## config.mk

```make
export PLATFORM = sky130hd
export DESIGN_NAME = fetch_unit
export DESIGN_NICKNAME = d
export VERILOG_FILES = /design/src/rtl/fetch_unit.sv
export SDC_FILE = /design/constraint.sdc
export NUM_CORES = 1
export LEC_CHECK = 0
export BUFFER_PORTS_ARGS = -buffer_cell sky130_fd_sc_hd__buf_2
export CAP_MARGIN = 20
export CORE_ASPECT_RATIO = 0.7
export CORE_UTILIZATION = 50
export CTS_BUF_LIST = sky130_fd_sc_hd__clkbuf_2 sky130_fd_sc_hd__clkbuf_4 sky130_fd_sc_hd__clkbuf_8
export DETAILED_ROUTE_END_ITERATION = 6
export PLACE_DENSITY = 0.76
export SLEW_MARGIN = 20
export SYNTH_ARGS = -nofsm -noshare
export SYNTH_HDL_FRONTEND = slang
export SYNTH_SLANG_ARGS = --single-unit
export TNS_END_PERCENT = 50
```

## constraint.sdc

```tcl
create_clock -name clk -period 3.15 [get_ports clk]
set_input_delay 0.1575 -clock clk [delete_from_list [all_inputs] [get_ports clk]]
set_output_delay 0.1575 -clock clk [all_outputs]
set_load 0.1 [all_outputs]
```

## src/rtl/fetch_unit.sv

```systemverilog
// Instruction fetch stage: PC-driven memory read, prefetch FIFO, decode handshake.
// Optional stall counter enabled by defining FETCH_STALL_CNT_EN.
module fetch_unit #(
  parameter int                ADDR_W   = 16,
  parameter int                DATA_W   = 16,
  parameter int                DEPTH    = 2,
  parameter logic [ADDR_W-1:0] RESET_PC = '0
) (
  input  logic              clk,
  input  logic              reset,
  output logic [ADDR_W-1:0] memAddress,
  output logic              memWriteEnable,
  input  logic [DATA_W-1:0] memDataOut,
  output logic [DATA_W-1:0] instr,
  output logic [ADDR_W-1:0] instrPC,
  output logic              instrValid,
  input  logic              instrReady,
  input  logic              redirect,
  input  logic [ADDR_W-1:0] redirectPC,
  input  logic              halt
`ifdef FETCH_STALL_CNT_EN
  ,
  output logic [15:0]       stallCount
`endif
);

  localparam int PTR_W = (DEPTH > 1) ? $clog2(DEPTH) : 1;
  localparam int CNT_W = PTR_W + 1;

  typedef enum logic [1:0] {
    IDLE,
    RUN,
    HALTED
  } state_e;

  state_e state_q;

  logic [ADDR_W-1:0] pc_q, pc_d;
  logic [PTR_W-1:0]  rd_q, rd_d;
  logic [PTR_W-1:0]  wr_q, wr_d;
  logic [CNT_W-1:0]  cnt_q, cnt_d;

  logic [DATA_W-1:0] word_q [DEPTH];
  logic [ADDR_W-1:0] wpc_q  [DEPTH];

  logic full;
  logic pop;
  logic run_ok;
  logic fetch;
  logic flush;

  assign full   = (cnt_q == CNT_W'(DEPTH));
  assign pop    = instrValid & instrReady;
  assign run_ok = (state_q == RUN) & ~halt & ~redirect;
  assign fetch  = run_ok & (~full | pop);
  // Redirect is ignored during the post-reset idle cycle.
  assign flush  = redirect & (state_q != IDLE);

  assign memAddress     = pc_q;
  assign memWriteEnable = 1'b0;
  assign instrValid     = (cnt_q != '0);
  assign instr          = word_q[rd_q];
  assign instrPC        = wpc_q[rd_q];

  always_comb begin
    pc_d  = pc_q;
    rd_d  = rd_q;
    wr_d  = wr_q;
    cnt_d = cnt_q;
    if (flush) begin
      pc_d  = redirectPC;
      rd_d  = '0;
      wr_d  = '0;
      cnt_d = '0;
    end else begin
      if (fetch) begin
        pc_d = pc_q + ADDR_W'(1);
        wr_d = wr_q + PTR_W'(1);
      end
      if (pop) begin
        rd_d = rd_q + PTR_W'(1);
      end
      if (fetch && !pop) begin
        cnt_d = cnt_q + CNT_W'(1);
      end else if (pop && !fetch) begin
        cnt_d = cnt_q - CNT_W'(1);
      end
    end
  end

  always_ff @(posedge clk or posedge reset) begin
    if (reset) begin
      pc_q  <= RESET_PC;
      rd_q  <= '0;
      wr_q  <= '0;
      cnt_q <= '0;
    end else begin
      pc_q  <= pc_d;
      rd_q  <= rd_d;
      wr_q  <= wr_d;
      cnt_q <= cnt_d;
    end
  end

  always_ff @(posedge clk) begin
    if (fetch) begin
      word_q[wr_q] <= memDataOut;
      wpc_q[wr_q]  <= pc_q;
    end
  end

  always_ff @(posedge clk or posedge reset) begin
    if (reset) begin
      state_q <= IDLE;
    end else begin
      unique case (state_q)
        IDLE:    state_q <= halt ? HALTED : RUN;
        RUN:     state_q <= halt ? HALTED : RUN;
        HALTED:  state_q <= (halt || redirect) ? HALTED : RUN;
        default: state_q <= IDLE;
      endcase
    end
  end

`ifdef FETCH_STALL_CNT_EN
  logic        stall;
  logic [15:0] stall_q;

  assign stall      = run_ok & ~fetch;
  assign stallCount = stall_q;

  always_ff @(posedge clk or posedge reset) begin
    if (reset) begin
      stall_q <= '0;
    end else if (stall && (stall_q != 16'hFFFF)) begin
      stall_q <= stall_q + 16'd1;
    end
  end
`endif

endmodule

```

==> results of run 1 <==
## what timing repair did
action | CTS | global route
buffers inserted | 0 | 0
hold endpoints to repair | 35 | 0
hold buffers | 19 | 0
## critical path, delay by kind of cell (launching register included)
| kind | cells | cell delay, ns |
|---|---|---|
| DFF | 1 | 0.44 |
| and+or+nand+nor | 3 | 1.54 |
| buffers and inverters | 1 | 0.23 |
## Yosys cell counts, types with 2 or more instances
cell / n
a21oi_1: 7
nor3_1: 8
and2_1: 2
o211ai_1: 2
nor2_1: 18
mux2i_1: 6
nor4_1: 3
nor4_4: 2
nand3_1: 15
o21ai_0: 6
nand2_1: 29
xnor2_1: 4
xor2_1: 2
inv_1: 4
dfrtp_1: 22
mux2_2: 33
nand3b_1: 3
o21a_1: 3
or2_2: 2
clkbuf_1: 9
edfxtp_1: 64
nand4_1: 4
## cell usage in the layout, fill, tap and decap left out, drive strengths merged, types with 8 or more instances in the layout
| cell | netlist | final |
|---|---|---|
| mux2 | 33 | 33 |
| nor3 | 8 | 8 |
| nand3 | 15 | 15 |
| buf | 3 | 90 |
| nor2 | 18 | 18 |
| dlygate4sd3 | 0 | 19 |
| edfxtp | 64 | 64 |
| dfrtp | 22 | 22 |
| nand2 | 29 | 29 |
| clkbuf | 10 | 9 |
## per-stage QoR
stage / hold WS (ns) / setup slack (ns) / setup TNS [ns] / power (W) / cell area (um^2)
4_1_cts: 0.00218 / 0.645 / 0 / 0.00312 / 4600
5_1_grt: 0.0223 / 0.562 / 0 / 0.00324 / 4600
2_1_floorplan: 0.147 / -0.0964 / -6.17 / 0.00223 / 3680
3_3_place_gp: 0.344 / 0.705 / 0 / 0.00240 / 4230
3_5_place_dp: 0.353 / 0.656 / 0 / 0.00242 / 4230
6_report: -0.00779 / 0.659 / 0 / 0.00311 / 4600
## cell type report
cell class	instances	area (um^2)
Timing Repair Buffer	109	666
Fill cell	536	2340
Clock buffer	9	124
Clock inverter	7	56.3
Multi-Input combinational cell	163	1150
Inverter	4	15.0
Sequential cell	86	2470
Tap cell	94	118
## final timing paths
check / end
max in group asynchronous: state_q[1]
min reg2reg: state_q[1]
max reg2reg: wpc_q[0][9]
max: wpc_q[0][9]
min: state_q[0]
min in group clk: memAddress[9]
## cell families after synthesis
family / after synthesis / share of synthesized area [%]
adders and majority gates: 1 / 0.340
other: 1 / 0.102
AOI/OAI and AO/OA: 24 / 4.22
xor gates and xnor gates: 6 / 1.43
buffers and inverters: 17 / 1.90
muxes: 39 / 11.7
DFF: 86 / 67.2
and+or+nand+nor: 92 / 13.0
## per-layer routing
metal  part of all wire [%]  vias to the layer above  track usage [%]
met2                     45                       72             30.5
met3                    4.6                        5             5.32
met5                      0                        -                0
met1                     50                     1182             29.2
li1                       -                     1200                -
met4                   0.42                        0             4.76
## flip-flops by register name, indices dropped and copies added (netlist names)
register / count
word_q: 32
wpc_q: 32
memAddress: 16
cnt_q: 2
state_q: 2
rd_q: 1
wr_q: 1
## report_power, final
group | total [W] | switching, W | internal (W)
Clock | 0.000699 | 0.000403 | 0.000296
Sequential | 0.00143 | 0.000119 | 0.00131
Combinational | 0.000986 | 0.000777 | 0.000209
Total | 0.00311 | 0.00130 | 0.00181
==> results by group, run 1 <==
Logic synthesis
  – Yosys top cell area share: 52.3%
  – Distinct cells, synth: 40
  – Number of synthesized flops with an enable pin: 64
  – Cells taking the most area after synthesis: edfxtp_1 52%, dfrtp_1 15%, mux2_2 10%
  – Cells after Synth: between 200 and 300
  – Seq/Total Area, Yosys: 67.2%
  – Cell taking the most area after synthesis: edfxtp_1
  – Syn. warnings: 0
  – Post-synth ARST share: 25.6%
  – Synthesized net count: about 300
  – Most used DFF post-synth: edfxtp_1
  – Syn_area_per_cell: 13.8 um^2
  – Synthesis-stage register bit count: 86
  – Post-Syn Area: around 3700 um^2

Placed design
  – Post-Place Cells: 437
  – Placer congestion estimate: 0.873
  – HPWL Detailed: 4.90 mm
  – Port bufs: 85

Setup path
  – R2R cell count: 4
  – RR Startpoint: state_q[1]
  – Critical Path Slowest Stage Cell: or4b_4
  – CP Data Required Time: 3.21 ns
  – CP peak stage delay: 0.68 ns
  – Critical Path Source: state_q[1]
  – CP Capture Type: flip-flop
  – Arrival time at the worst endpoint: 2.55 ns
  – Critical path class: flip-flop to flip-flop
  – Crit path cell chain: or4b_4, or2_2, nor2_4, buf_12
  – Element type at the critical path start: flip-flop
  – R2R Setup Slk: 0.66 ns
  – Worst-path maximum fanout: 18

Global route
  – Initial antenna violation count: 0
  – Global-route wire length before repair: 11.6 mm
  – Largest net degree at the start of global routing: 33
  – GRT Residual Overflow: 0
  – GRT Total Usage: 20.1%
  – Vias in the first global route: 2296

Drt
  – Post-route DRC: 0
  – Iter 0 DRT Violations: between 90 and 100
  – TritonRoute pass-1 iters: 4
  – Via count: 2459
  – Routed wire per std cell: 15.5 um
  – DRT Wirelength: between 7 and 8 mm
  – Post-route ant nets: 0
  – Routed vias/inst: 5.21

Finish
  – Fraction of layout instances using a drive strength above 1: between 30% and 40%
  – Util after Layout: 66.3%
  – ANT cells: 0
  – Non-Filler Instances: 472
  – Layout area overhead: 25.1%
  – Layout net count: just over 400

Timing
  – Final hold vios: 6
  – Final period util: 79.1%
  – Slew margin rel.: 39.1%
  – Hold slack final: -0.00779 ns
  – Peak Freq: 0.402 GHz
  – Final Max Tran Viols: 0
  – Final setup viols: 0
  – Final Skew: 0.00837 ns
  – Least-Margin Pin Slew: approximately 0.9 ns
  – RSZ-0062 raised after global routing: false
  – Tmin final: 2.49 ns

Floorplanning
  – IO Pins: 87
  – Die width: between 100 and 150 um
  – Cell Rows: 25
  – Die area: 7710 um^2
  – Die Y-Extent: 73.8 um
  – Core Region: 6940 um^2
  – Initial Utilization: between 50% and 60%

Power
  – VDD IR-drop max: 0.000362 V
  – Leakage: 1.75 nW
  – Power Density: 676 nW/um^2

Clock tree
  – CTS root buffer: clkbuf_8
  – Total CTS buffers: 9
  – Post_cts resized: 0
  – Max clock buf depth: 2
  – Clk sinks: 86
  – Clk slew on worst S/H paths: 0.08 ns
  – # H-tree levels: 3
  – Clk Latency, worst-skew pair: ~0.35 ns
  – CTS tree: built

Flow run
  – Max-cap violation count: 0

Status
  – Failing checks: negative hold slack
  – Status: complete, but fails checks

Hold path
  – Worst Hold Class: input pin to asynchronous set/reset pin
(Power assumes the default switching activity.)
==> inputs of run 2 (changes only) <==
==> constraint.sdc (replaced) <==
create_clock -name clk -period 2.01 [get_ports clk]
set_input_delay 0.1005 -clock clk [delete_from_list [all_inputs] [get_ports clk]]
set_output_delay 0.1005 -clock clk [all_outputs]
set_load 0.1 [all_outputs]
==> results by group, run 2 (synthesis gave the netlist of run 1 again) <==
Hold path
  – Hold endpoint: memAddress[13]
  – Min-delay src: redirectPC[13]
  – Hold path cells: 3
  – Worst Hold Class: input pin to flip-flop

Global route
  – Vias in the first global route: 2613
  – Global-route wire length before repair: 13.0 mm
  – Largest net degree at the start of global routing: 27
  – Initial antenna violation count: 0
  – GRT Residual Overflow: 0
  – GRT Total Usage: 22.6%

Setup path
  – Critical Path Source: state_q[1]
  – RR Startpoint: state_q[1]
  – CP Data Required Time: between 2 and 2.5 ns
  – Element type at the critical path start: flip-flop
  – Arrival time at the worst endpoint: between 2 and 2.5 ns
  – R2R cell count: 4
  – R2R Setup Slk: 0.03 ns
  – CP Capture Type: flip-flop
  – Reg2reg end: word_q[1][2]
  – Worst-path maximum fanout: 26
  – Critical path class: flip-flop to flip-flop

Placed design
  – Placed Area: 4820 um^2
  – Pre-CTS setup slack: 0.0357 ns
  – HPWL Detailed: ~5.4 mm
  – Placer congestion estimate: 0.812
  – Port bufs: 85

Timing
  – Peak Freq: 0.505 GHz
  – Final setup viols: 0
  – Tmin final: a little under 2 ns
  – Final period util: 98.6%
  – Final Skew: roughly 0.0067 ns
  – RSZ-0062 raised after global routing: true
  – Final hold vios: 0
  – Slew margin rel.: 58.8%
  – Hold slack final: ~0.0067 ns
  – Final Max Tran Viols: 0
  – Worst Slack Setup Final: 0.0284 ns
  – Least-Margin Pin Slew: 0.617 ns

Finish
  – Layout net count: 440
  – ANT cells: 0
  – Final instance area: 5370 um^2
  – Multi-input logic area: 1160 um^2
  – Layout area overhead: 46.1%
  – Most common cell after layout, fill and taps aside: edfxtp_1
  – Util after Layout: approximately 77%
  – Most frequent cells in the layout: 64 x edfxtp_1, 53 x buf_2, 34 x buf_12
  – Fillcell total: between 400 and 500
  – Register area: 2480 um^2
  – Fraction of layout instances using a drive strength above 1: between 40% and 50%

Drt
  – Routed vias/inst: between 5 and 6
  – Post-route DRC: 0
  – DRT Wirelength: 8.36 mm
  – Iter 0 DRT Violations: 199
  – Post-route ant nets: 0
  – Via count: 2734
  – TritonRoute pass-1 iters: 5
  – Routed wire per std cell: between 15 and 20 um

Clock tree
  – CTS tree: built
  – Clk slew on worst S/H paths: 0.08 ns
  – Total CTS buffers: 9
  – CTS root buffer: clkbuf_8
  – Clk sinks: 86
  – Max clock buf depth: 2
  – Clk Latency, worst-skew pair: 0.35 ns
  – # H-tree levels: 3

Status
  – Status: complete, no violations

Floorplanning
  – Die area: 7710 um^2
  – Core Region: between 6000 and 7000 um^2
  – Die Y-Extent: 73.8 um
  – IO Pins: 87
  – Initial Utilization: 53.0%
  – Die width: 105 um
  – Cell Rows: 25

Flow run
  – Max-cap violation count: 0

Power
  – Final Power: 0.00524 W
  – Leakage: 2.07 nW
  – Power Density: 975 nW/um^2
  – VDD IR-drop max: around 0.00072 V
-- run 2: worst max-delay path by stage --
| stage | to | slack (ns) | cells past startpoint |
|---|---|---|---|
| 2_1_floorplan | word_q[1][0] | -0.24 | 4 |
| 3_3_place_gp | word_q[1][15] | 0.08 | 4 |
| 3_5_place_dp | word_q[1][15] | 0.04 | 4 |
| 4_1_cts | word_q[1][8] | 0.01 | 4 |
| 5_1_grt | memAddress[3] | -0.03 | 5 |
| 6_report | word_q[1][2] | 0.03 | 4 |
-- run 2: final cells by class --
type / count / share of cell area [%]
Clock inverter: 5 / 1.09
Multi-Input combinational cell: 163 / 21.6
Clock buffer: 11 / 2.59
Tap cell: 94 / 2.19
Inverter: 4 / 0.280
Sequential cell: 86 / 46.1
Timing Repair Buffer: 138 / 26.2
-- run 2: through the flow --
stage                     cells  setup TNS, ns
final                       501              0
after global routing        501        -0.0655
after CTS                   497              0
after detailed placement    449              0
after global placement      449              0
after floorplan             266         -16.25
-- run 2: power by group --
part	internal (W)	switching (W)	total, W	leakage (nW)
combinational	0.000524	0.00130	0.00183	1.15
sequential	0.00205	0.000162	0.00221	0.829
clock	0.000607	0.000592	0.00120	0.0988
-- run 2: critical path, cell delays in order (launching register included) --
cell and delay, ns:
dfrtp_1 0.38, or4b_4 0.61, or2_4 0.32, nor2_4 0.16
buf_12 0.20
-- run 2: routing by layer --
metal / track usage (%) / routed length (um) / up-vias
met5: 0 / 0 / -
met4: 8.89 / 133 / 0
met3: 5.50 / 620 / 17
met2: 36.9 / 4000 / 134
met1: 29.6 / 3610 / 1329
li1: - / - / 1254
-- run 2: timing repair --
action / CTS / global route
setup buffers: 0 / 4
hold endpoints to repair: 60 / 0
endpoints found under the setup margin: 0 / 29
hold buffers: 32 / 0
gates resized for setup: 0 / 1
